===== config.mk =====
export PLATFORM = sky130hd
export DESIGN_NAME = uart_rx_param
export DESIGN_NICKNAME = d
export VERILOG_FILES = /design/src/rtl/uart_pkg.sv /design/src/rtl/uart_bit_timer.sv /design/src/rtl/uart_rx_param.sv
export SDC_FILE = /design/constraint.sdc
export NUM_CORES = 1
export LEC_CHECK = 0
export ABC_AREA = 1
export CAP_MARGIN = 20
export CORE_MARGIN = 2
export CORE_UTILIZATION = 30
export CTS_CLUSTER_SIZE = 14
export DETAILED_ROUTE_END_ITERATION = 8
export PLACE_DENSITY = 0.48
export SYNTH_ARGS = -nofsm -noshare
export SYNTH_HDL_FRONTEND = slang
export SYNTH_SLANG_ARGS = --single-unit
export TNS_END_PERCENT = 1

===== constraint.sdc =====
create_clock -name i_clk -period 1.8 [get_ports i_clk]
set_input_delay 0.36 -clock i_clk [delete_from_list [all_inputs] [get_ports i_clk]]
set_output_delay 0.36 -clock i_clk [all_outputs]
set_load 0.05 [all_outputs]

===== src/rtl/uart_pkg.sv =====
// Shared UART definitions: receiver state encoding and legal parameter ranges,
// intended to be reused by a future transmitter.
package uart_pkg;

   typedef enum logic [2:0] {
      IDLE      = 3'd0,
      START     = 3'd1,
      DATA      = 3'd2,
      PARITY    = 3'd3,
      STOP      = 3'd4,
      WAIT_IDLE = 3'd5
   } uart_rx_state_t;

   localparam int CLKS_PER_BIT_MIN = 4;
   localparam int CLKS_PER_BIT_MAX = 65535;
   localparam int DATA_BITS_MIN    = 5;
   localparam int DATA_BITS_MAX    = 9;
   localparam int STOP_BITS_MIN    = 1;
   localparam int STOP_BITS_MAX    = 2;

   // Wide enough to count data bits and stop bits of the largest legal frame.
   localparam int BIT_IDX_W = $clog2(DATA_BITS_MAX + 1);

endpackage


===== src/rtl/uart_bit_timer.sv =====
// Per-bit cycle counter for the UART receiver, giving half-bit and full-bit
// strobes; saturates at CLKS_PER_BIT so it never wraps inside a bit.
module uart_bit_timer #(
   parameter int CLKS_PER_BIT = 868
) (
   input  logic clk_i,
   input  logic rst_i,
   input  logic clear_i,
   input  logic restart_i,
   output logic halfTick_o,
   output logic fullTick_o
);

   localparam int CNT_W = $clog2(CLKS_PER_BIT + 1);
   localparam logic [CNT_W-1:0] HALF_CNT = CNT_W'(CLKS_PER_BIT / 2);
   localparam logic [CNT_W-1:0] FULL_CNT = CNT_W'(CLKS_PER_BIT);

   logic [CNT_W-1:0] count_q;
   logic [CNT_W-1:0] count_d;

   // Restart loads 1, not 0: the strobe cycle itself is the first elapsed
   // cycle of the next bit, so the bit period stays exactly CLKS_PER_BIT.
   always_comb begin
      count_d = count_q;
      if (clear_i) begin
         count_d = '0;
      end else if (restart_i) begin
         count_d = CNT_W'(1);
      end else if (count_q != FULL_CNT) begin
         count_d = count_q + 1'b1;
      end
   end

   always_ff @(posedge clk_i) begin
      if (rst_i) begin
         count_q <= '0;
      end else begin
         count_q <= count_d;
      end
   end

   assign halfTick_o = (count_q == HALF_CNT);
   assign fullTick_o = (count_q == FULL_CNT);

endmodule


===== src/rtl/uart_rx_param.sv =====
// Parameterised UART receiver with ready/valid output and error pulses.
// Define UART_RX_PARITY_EN to receive and check a parity bit after the data.
import uart_pkg::*;

module uart_rx_param #(
   parameter int CLKS_PER_BIT = 868,
   parameter int DATA_BITS    = 8,
   parameter int STOP_BITS    = 1,
   parameter int PARITY_ODD   = 0
) (
   input  logic                 i_clk,
   input  logic                 i_rst,
   input  logic                 i_rx_serial,
   input  logic                 i_ready,
   output logic [DATA_BITS-1:0] o_rx_data,
   output logic                 o_valid,
   output logic                 o_busy,
   output logic                 o_frame_err,
   output logic                 o_par_err,
   output logic                 o_overrun
);

   if (CLKS_PER_BIT < CLKS_PER_BIT_MIN || CLKS_PER_BIT > CLKS_PER_BIT_MAX ||
       DATA_BITS < DATA_BITS_MIN || DATA_BITS > DATA_BITS_MAX ||
       STOP_BITS < STOP_BITS_MIN || STOP_BITS > STOP_BITS_MAX ||
       PARITY_ODD < 0 || PARITY_ODD > 1) begin : gBadParam
      $error("uart_rx_param: parameter out of legal range");
   end

   uart_rx_state_t       state_q, state_d;
   logic [1:0]           sync_q;
   logic                 rxSync;
   logic [BIT_IDX_W-1:0] bitIdx_q, bitIdx_d;
   logic [DATA_BITS-1:0] shift_q, shift_d;
   logic [DATA_BITS-1:0] data_q, data_d;
   logic                 parBad_q, parBad_d;
   logic                 valid_q, valid_d;
   logic                 frameErr_q, frameErr_d;
   logic                 parErr_q, parErr_d;
   logic                 overrun_q, overrun_d;
   logic                 timerClear;
   logic                 timerRestart;
   logic                 halfTick;
   logic                 fullTick;

   assign rxSync = sync_q[1];

   uart_bit_timer #(
      .CLKS_PER_BIT(CLKS_PER_BIT)
   ) uBitTimer (
      .clk_i     (i_clk),
      .rst_i     (i_rst),
      .clear_i   (timerClear),
      .restart_i (timerRestart),
      .halfTick_o(halfTick),
      .fullTick_o(fullTick)
   );

   always_comb begin
      state_d      = state_q;
      bitIdx_d     = bitIdx_q;
      shift_d      = shift_q;
      data_d       = data_q;
      parBad_d     = parBad_q;
      valid_d      = valid_q & ~i_ready;
      frameErr_d   = 1'b0;
      parErr_d     = 1'b0;
      overrun_d    = 1'b0;
      timerClear   = 1'b0;
      timerRestart = 1'b0;

      case (state_q)
         IDLE: begin
            timerClear = 1'b1;
            if (!rxSync) begin
               state_d  = START;
               bitIdx_d = '0;
               parBad_d = 1'b0;
            end
         end
         START: begin
            if (halfTick) begin
               if (!rxSync) begin
                  state_d      = DATA;
                  timerRestart = 1'b1;
               end else begin
                  state_d = IDLE;
               end
            end
         end
         DATA: begin
            if (fullTick) begin
               timerRestart = 1'b1;
               shift_d      = {rxSync, shift_q[DATA_BITS-1:1]};
               bitIdx_d     = bitIdx_q + 1'b1;
               if (bitIdx_q == BIT_IDX_W'(DATA_BITS - 1)) begin
                  bitIdx_d = '0;
`ifdef UART_RX_PARITY_EN
                  state_d  = PARITY;
`else
                  state_d  = STOP;
`endif
               end
            end
         end
`ifdef UART_RX_PARITY_EN
         PARITY: begin
            if (fullTick) begin
               timerRestart = 1'b1;
               parBad_d     = (rxSync != ((^shift_q) ^ (PARITY_ODD != 0)));
               state_d      = STOP;
            end
         end
`endif
         STOP: begin
            if (fullTick) begin
               timerRestart = 1'b1;
               if (!rxSync) begin
                  frameErr_d = 1'b1;
                  state_d    = WAIT_IDLE;
               end else if (bitIdx_q == BIT_IDX_W'(STOP_BITS - 1)) begin
                  state_d = IDLE;
                  // A consumer accepting this very cycle frees the slot for the new word.
                  if (parBad_q) begin
                     parErr_d = 1'b1;
                  end else if (valid_q && !i_ready) begin
                     overrun_d = 1'b1;
                  end else begin
                     data_d  = shift_q;
                     valid_d = 1'b1;
                  end
               end else begin
                  bitIdx_d = bitIdx_q + 1'b1;
               end
            end
         end
         WAIT_IDLE: begin
            if (rxSync) begin
               state_d = IDLE;
            end
         end
         default: begin
            state_d = IDLE;
         end
      endcase
   end

   always_ff @(posedge i_clk) begin
      if (i_rst) begin
         state_q    <= IDLE;
         sync_q     <= 2'b11;
         bitIdx_q   <= '0;
         shift_q    <= '0;
         data_q     <= '0;
         parBad_q   <= 1'b0;
         valid_q    <= 1'b0;
         frameErr_q <= 1'b0;
         parErr_q   <= 1'b0;
         overrun_q  <= 1'b0;
      end else begin
         state_q    <= state_d;
         sync_q     <= {sync_q[0], i_rx_serial};
         bitIdx_q   <= bitIdx_d;
         shift_q    <= shift_d;
         data_q     <= data_d;
         parBad_q   <= parBad_d;
         valid_q    <= valid_d;
         frameErr_q <= frameErr_d;
         parErr_q   <= parErr_d;
         overrun_q  <= overrun_d;
      end
   end

   assign o_rx_data   = data_q;
   assign o_valid     = valid_q;
   assign o_busy      = (state_q != IDLE);
   assign o_frame_err = frameErr_q;
   assign o_par_err   = parErr_q;
   assign o_overrun   = overrun_q;

endmodule


==> metrics.yaml, run 1 <==
status:
  status: "finished, final reports clean"
clock_tree:
  numCtsBuffers: 5
  cts_sinks: 38
  clockBufferDepth: 2
  cts_tree: "done"
  clock-root-buffer: "clkbuf_8"
  htreeDepth: 2
  clkTransAtPathRegs_ns: 0.08
  clock_latency_ns: 0.30
timing:
  finalSetupViolations: 0
  fmax_mhz: 606
  setup-tns-final_ns: 0
  drv_slew: 0
  finalHoldViolCount: 0
  period_share: 0.917
  rsz0062_at_grt: "no"
  fin_crit_ns: 1.65
  skew_ns: 0.0110
critical_path:
  cpLargestDelayFamily: "flip-flops"
  crit_arrival_ns: 1.29
  cp-start-kind: "flop"
  rr_endpoint: "shift_q[4]"
  cp_num_buf_inv: 2
  r2r_cells: 10
  critPathSlowestCell: "dfxtp_1"
  criticalPathCategory: "flop to output pin"
  cp.required_ns: 1.44
  cp_max_fo: 8
  slowest_delay_ns: 0.53
  crit_chain: "inv_1 > nand2_2 > buf_12"
  end_kind: "output pin"
  r2r-start: "uBitTimer.count_q[0]"
  r2r_setup_slack_ns: 0.20
floorplanning:
  core_area_um2: 5960
  pin_count: 17
  die_h_um: 82.8
  dieArea_um2: 6850
  start_util: 0.313
  row_count: 28
  die_w_um: 82.8
finish:
  drive_gt1_frac: 0.185
  syn_to_final_growth_pct: 20.6
  final.fill_count: 640
  fin_nets: 284
  finalNonFillerCells: 351
  diodes: 0
  regArea_um2: 761
  multi_input_area_um2: 960
synth:
  yosysTopAreaCell: "dfxtp_1"
  synth_compound_area_frac: 0.0806
  yosys_most_used_dff: "dfxtp_1"
  ys_ff_latch: 38
  synth_edf_count: 0
  synthXorXnorAreaFrac: 0.0376
  ys_types: 34
  syn_avg_cell_area_um2: 7.39
  syn-instance-count: 252
  synth_fa_ha_area_frac: 0.0336
  ys_seq_area_frac: 0.409
  synthArstFlopShare: 0
  synth_top_cells_by_area: "dfxtp_1 41%, nor2_1 13%, nand2_1 7.3%"
  synth_top_family_by_area: "simple AND/OR/NAND/NOR gates"
  netlist.area_leader.share: 0.409
  netlist_area_um2: 1860
  synth.net_count: 261
  yosys-top-cells-count: "65 x nor2_1, 38 x dfxtp_1, 36 x nand2_1"
  synth_most_common_cell: "nor2_1"
  synth_simple_gate_area_share: 0.359
  yosys_warnings: 0
  synthMuxAreaShare: 0
hold_path:
  holdCritPathClass: "flop to flop"
  min_from: "sync_q[0]"
  whs_endpoint: "sync_q[1]"
  whs_path_depth: 1
global_routing:
  antenna_found_initial: 0
  grt_usage: 0.120
  gr-total-overflow: 0
  grt_first_pass_wirelength_um: 6240
  grt_pass1_vias: 1380
  grt_start_max_net_pins: 19
place:
  hpwl_um: 2760
  placedCellCount: 343
  finalWeightedCongestion: 0.800
  io_buffer_count: 15
route:
  vias: 1505
  drt_iter0_drc: 76
  postRouteAntennaNets: 0
  routedWlPerCell_um: 10.5
  routed_wl_um: 3680
  drcViolationCount: 0
  viasPerCell: 4.29
  drtPass1Iterations: 4
job:
  cap_violations: 0
power:
  leakagePower_nw: 0.966
  power.density_nw_per_um2: 1220
  ir_drop_uv: 587
  p_total_mw: 2.74
[cell type report]
cell class	count	area share
inverters	27	0.0485
repair buffers	22	0.0825
multi-input cells	181	0.427
clock buffers	5	0.0306
well taps	75	0.0418
clock inverters	3	0.0306
flip-flops and latches	38	0.339
[metrics by stage]
stage               area [µm²]  utilization  hold slack [ns]  setup slack, ns
finish                    2250        0.377            0.410            0.149
global route              2250        0.377            0.422           0.0436
CTS                       2240        0.376            0.412           0.0362
detailed placement        2100        0.353            0.394           0.0509
global placement          2100        0.353            0.401           0.0838
floorplan                 1860            -            0.389            0.339
[flip-flops by register name (all words and copies together) (netlist names)]
register           cells
bitIdx_q               4
state_q                3
uBitTimer.count_q     10
shift_q                8
o_rx_data              8
o_frame_err            1
o_valid                1
sync_q                 2
o_overrun              1
[routing by layer]
metal	wire length (µm)	global-route usage	vias to the layer above
met4	55	0.0541	0
met2	1440	0.172	23
met3	159	0.0292	5
met1	2020	0.169	645
li1	-	-	832
met5	0	0	-
[cells in the final DEF (no fill, tap or decap), types with 3 or more instances in the layout]
| cell type | n |
|---|---|
| nor2_1 | 65 |
| o21ai_0 | 20 |
| clkdlybuf4s50_1 | 3 |
| nand2_1 | 36 |
| xor2_1 | 7 |
| clkbuf_8 | 5 |
| nor2_2 | 3 |
| dfxtp_1 | 38 |
| nor2_4 | 3 |
| nand3_2 | 4 |
| ha_1 | 5 |
| inv_1 | 24 |
| a21oi_1 | 6 |
| nand2_4 | 3 |
| nand4_1 | 5 |
| buf_4 | 18 |
| nand3_1 | 7 |
[worst reg2reg max path: cells and delay by family, from the launching register on]
kind,cells,cell delay (ns)
DFF,1,0.33
buffers and inverters,3,0.37
adders and majority gates,1,0.14
and+or+nand+nor,6,0.66
[report_power, final]
part           switching, mW  internal (mW)
Combinational          0.546          0.334
Sequential            0.0804          0.901
Clock                  0.320          0.555
[worst max-delay path by stage]
stage	startpoint	end	slack, ns	depth (start not counted)
4_1_cts	bitIdx_q[0]	o_rx_data[3]	0.04	8
6_report	state_q[2]	o_busy	0.15	3
3_3_place_gp	bitIdx_q[0]	o_rx_data[0]	0.08	8
5_1_grt	bitIdx_q[0]	o_rx_data[1]	0.04	8
2_1_floorplan	bitIdx_q[0]	o_rx_data[0]	0.34	8
3_5_place_dp	bitIdx_q[0]	o_rx_data[3]	0.05	8
[timing repair]
item / CTS / global route
buffers inserted: 0 / 0
resized for setup: 0 / 1
endpoints found under the setup margin: 0 / 10
hold buffers: 0 / 0
[logic make-up (layout without fill, tap and decap cells)]
| logic type | Yosys count | after routing |
|---|---|---|
| compound gates | 29 | 29 |
| xor+xnor | 8 | 8 |
| fa+ha+maj | 5 | 5 |
| buf+inv | 33 | 57 |
| flops | 38 | 38 |
| other cells | 1 | 1 |
| simple gates | 138 | 138 |
Note: power is estimated with default switching activity, not from simulation.
==> run 2, diff against run 1 <==
--- a/config.mk
+++ b/config.mk
@@ -9,9 +9,11 @@
 export CAP_MARGIN = 20
 export CORE_MARGIN = 2
 export CORE_UTILIZATION = 30
+export CTS_CLUSTER_DIAMETER = 60
 export CTS_CLUSTER_SIZE = 14
 export DETAILED_ROUTE_END_ITERATION = 8
 export PLACE_DENSITY = 0.48
+export SETUP_SLACK_MARGIN = 0.3
 export SYNTH_ARGS = -nofsm -noshare
 export SYNTH_HDL_FRONTEND = slang
 export SYNTH_SLANG_ARGS = --single-unit
==> metrics.yaml, run 2 (synthesis gave the netlist of run 1 again) <==
timing:
  fin_crit_ns: 1.53
  finalHoldViolCount: 0
  fmax_mhz: 653
  skew_ns: 0.0105
  setup-tns-final_ns: 0
  whs_ns: 0.410
  finalSetupViolations: 0
  period_share: 0.851
  drv_slew: 0
  rsz0062_at_grt: "yes"
finish:
  layout_common_cells: "61 x nor2_1, 34 x nand2_1, 30 x dfxtp_1"
  top_register: "uBitTimer.count_q"
  diodes: 0
  drive_gt1_frac: 0.279
  layout_commonest_cell: "nor2_1"
  fin_nets: 288
  syn_to_final_growth_pct: 28.0
  largest_reg_flops: 10
power:
  power_frac_clock: 0.304
  switching_share: 0.347
  ir_drop_uv: 605
  combPwrFrac: 0.347
  intPower_mw: 1.88
  leakagePower_nw: 1.01
  pwr-share-seq: 0.349
  p_sw_mw: 0.998
  power.density_nw_per_um2: 1210
clock_tree:
  cts_tree: "done"
  clock-root-buffer: "clkbuf_8"
  clockBufferDepth: 2
  clkTransAtPathRegs_ns: 0.08
  numCtsBuffers: 5
  cts_hold_buffers: 0
  cts_sinks: 38
  htreeDepth: 2
  clock_latency_ns: 0.30
hold_path:
  holdCritPathClass: "flop to flop"
floorplanning:
  start_util: 0.313
  dieArea_um2: 6850
  die_w_um: 82.8
  core_area_um2: 5960
  die_h_um: 82.8
  row_count: 28
  pin_count: 17
global_routing:
  grt_usage: 0.123
  gr-total-overflow: 0
  grt_start_max_net_pins: 19
  grt_first_pass_wirelength_um: 6360
  grt_pass1_vias: 1393
  antenna_found_initial: 0
route:
  postRouteAntennaNets: 0
  vias: 1578
  viasPerCell: 4.45
  drtPass1Iterations: 4
  drt_iter0_drc: 98
  routed_wl_um: 3830
  routedWlPerCell_um: 10.8
  drcViolationCount: 0
job:
  cap_violations: 0
status:
  status: "finished, final reports clean"
critical_path:
  cp_max_fo: 4
  end_kind: "output pin"
  criticalPathCategory: "flop to output pin"
  cp-start-kind: "flop"
  cp.required_ns: 1.44
  crit_arrival_ns: 1.17
place:
  hpwl_um: 2760
  finalWeightedCongestion: 0.800
  io_buffer_count: 15
==> run 2: worst paths after layout <==
path / slack [ns] / from / cells past startpoint / endpoint
worst max register to register: 0.29 / bitIdx_q[1] / 8 / o_rx_data[6]
worst min register to register: 0.41 / sync_q[0] / 1 / sync_q[1]
worst max-delay path: 0.27 / state_q[0] / 3 / o_busy
worst min-delay path: 0.41 / sync_q[0] / 1 / sync_q[1]
==> run 2: final cells by class <==
| class | count | area, µm² |
|---|---|---|
| repair buffers | 25 | 211 |
| clock buffers | 5 | 68.8 |
| well taps | 75 | 93.8 |
| clock inverters | 3 | 68.8 |
| fillers | 631 | 3570 |
| multi-input cells | 182 | 1050 |
| flip-flops and latches | 38 | 776 |
| inverters | 27 | 114 |
==> run 2: worst max-delay path, stage by stage (launching register included) <==
cell     delay (ns)
dfxtp_1        0.37
nor2_4         0.18
nand2_2        0.14
buf_12         0.18
==> run 2: timing repair <==
| action | CTS | global route |
|---|---|---|
| setup endpoints to repair | 34 | 31 |
| cloned | 0 | 1 |
| gates resized for setup | 18 | 27 |
| hold endpoints to repair | 0 | 0 |
| pin swaps | 10 | 8 |
| buffers inserted | 2 | 1 |
==> run 2: metal layers <==
metal  wire, µm  GRT usage  vias to the layer above
li1           -          -                      849
met1       2000      0.173                      695
met2       1600      0.177                       29
met3        168     0.0292                        5
met4         55     0.0541                        0
met5          0          0                        -
==> run 2: power by group through the flow <==
stage | logic, mW | registers, mW | clock network, mW
2_1_floorplan | 0.692 | 0.961 | 0
3_3_place_gp | 0.887 | 0.998 | 0
3_5_place_dp | 0.877 | 0.997 | 0
4_1_cts | 0.946 | 0.988 | 0.902
5_1_grt | 1.12 | 1.02 | 0.935
6_report | 0.998 | 1.00 | 0.875
==> run 2: per-stage QoR <==
| step | instance area [µm²] | total power, mW | cells | util | worst slack, ns |
|---|---|---|---|---|---|
| finish | 2380 | 2.88 | 355 | 0.400 | 0.268 |
| global route | 2380 | 3.07 | 355 | 0.400 | 0.182 |
| CTS | 2310 | 2.83 | 353 | 0.388 | 0.285 |
| detailed placement | 2100 | 1.87 | 343 | 0.353 | 0.0509 |
| global placement | 2100 | 1.89 | 343 | 0.353 | 0.0838 |
| floorplan | 1860 | 1.65 | 252 | - | 0.339 |
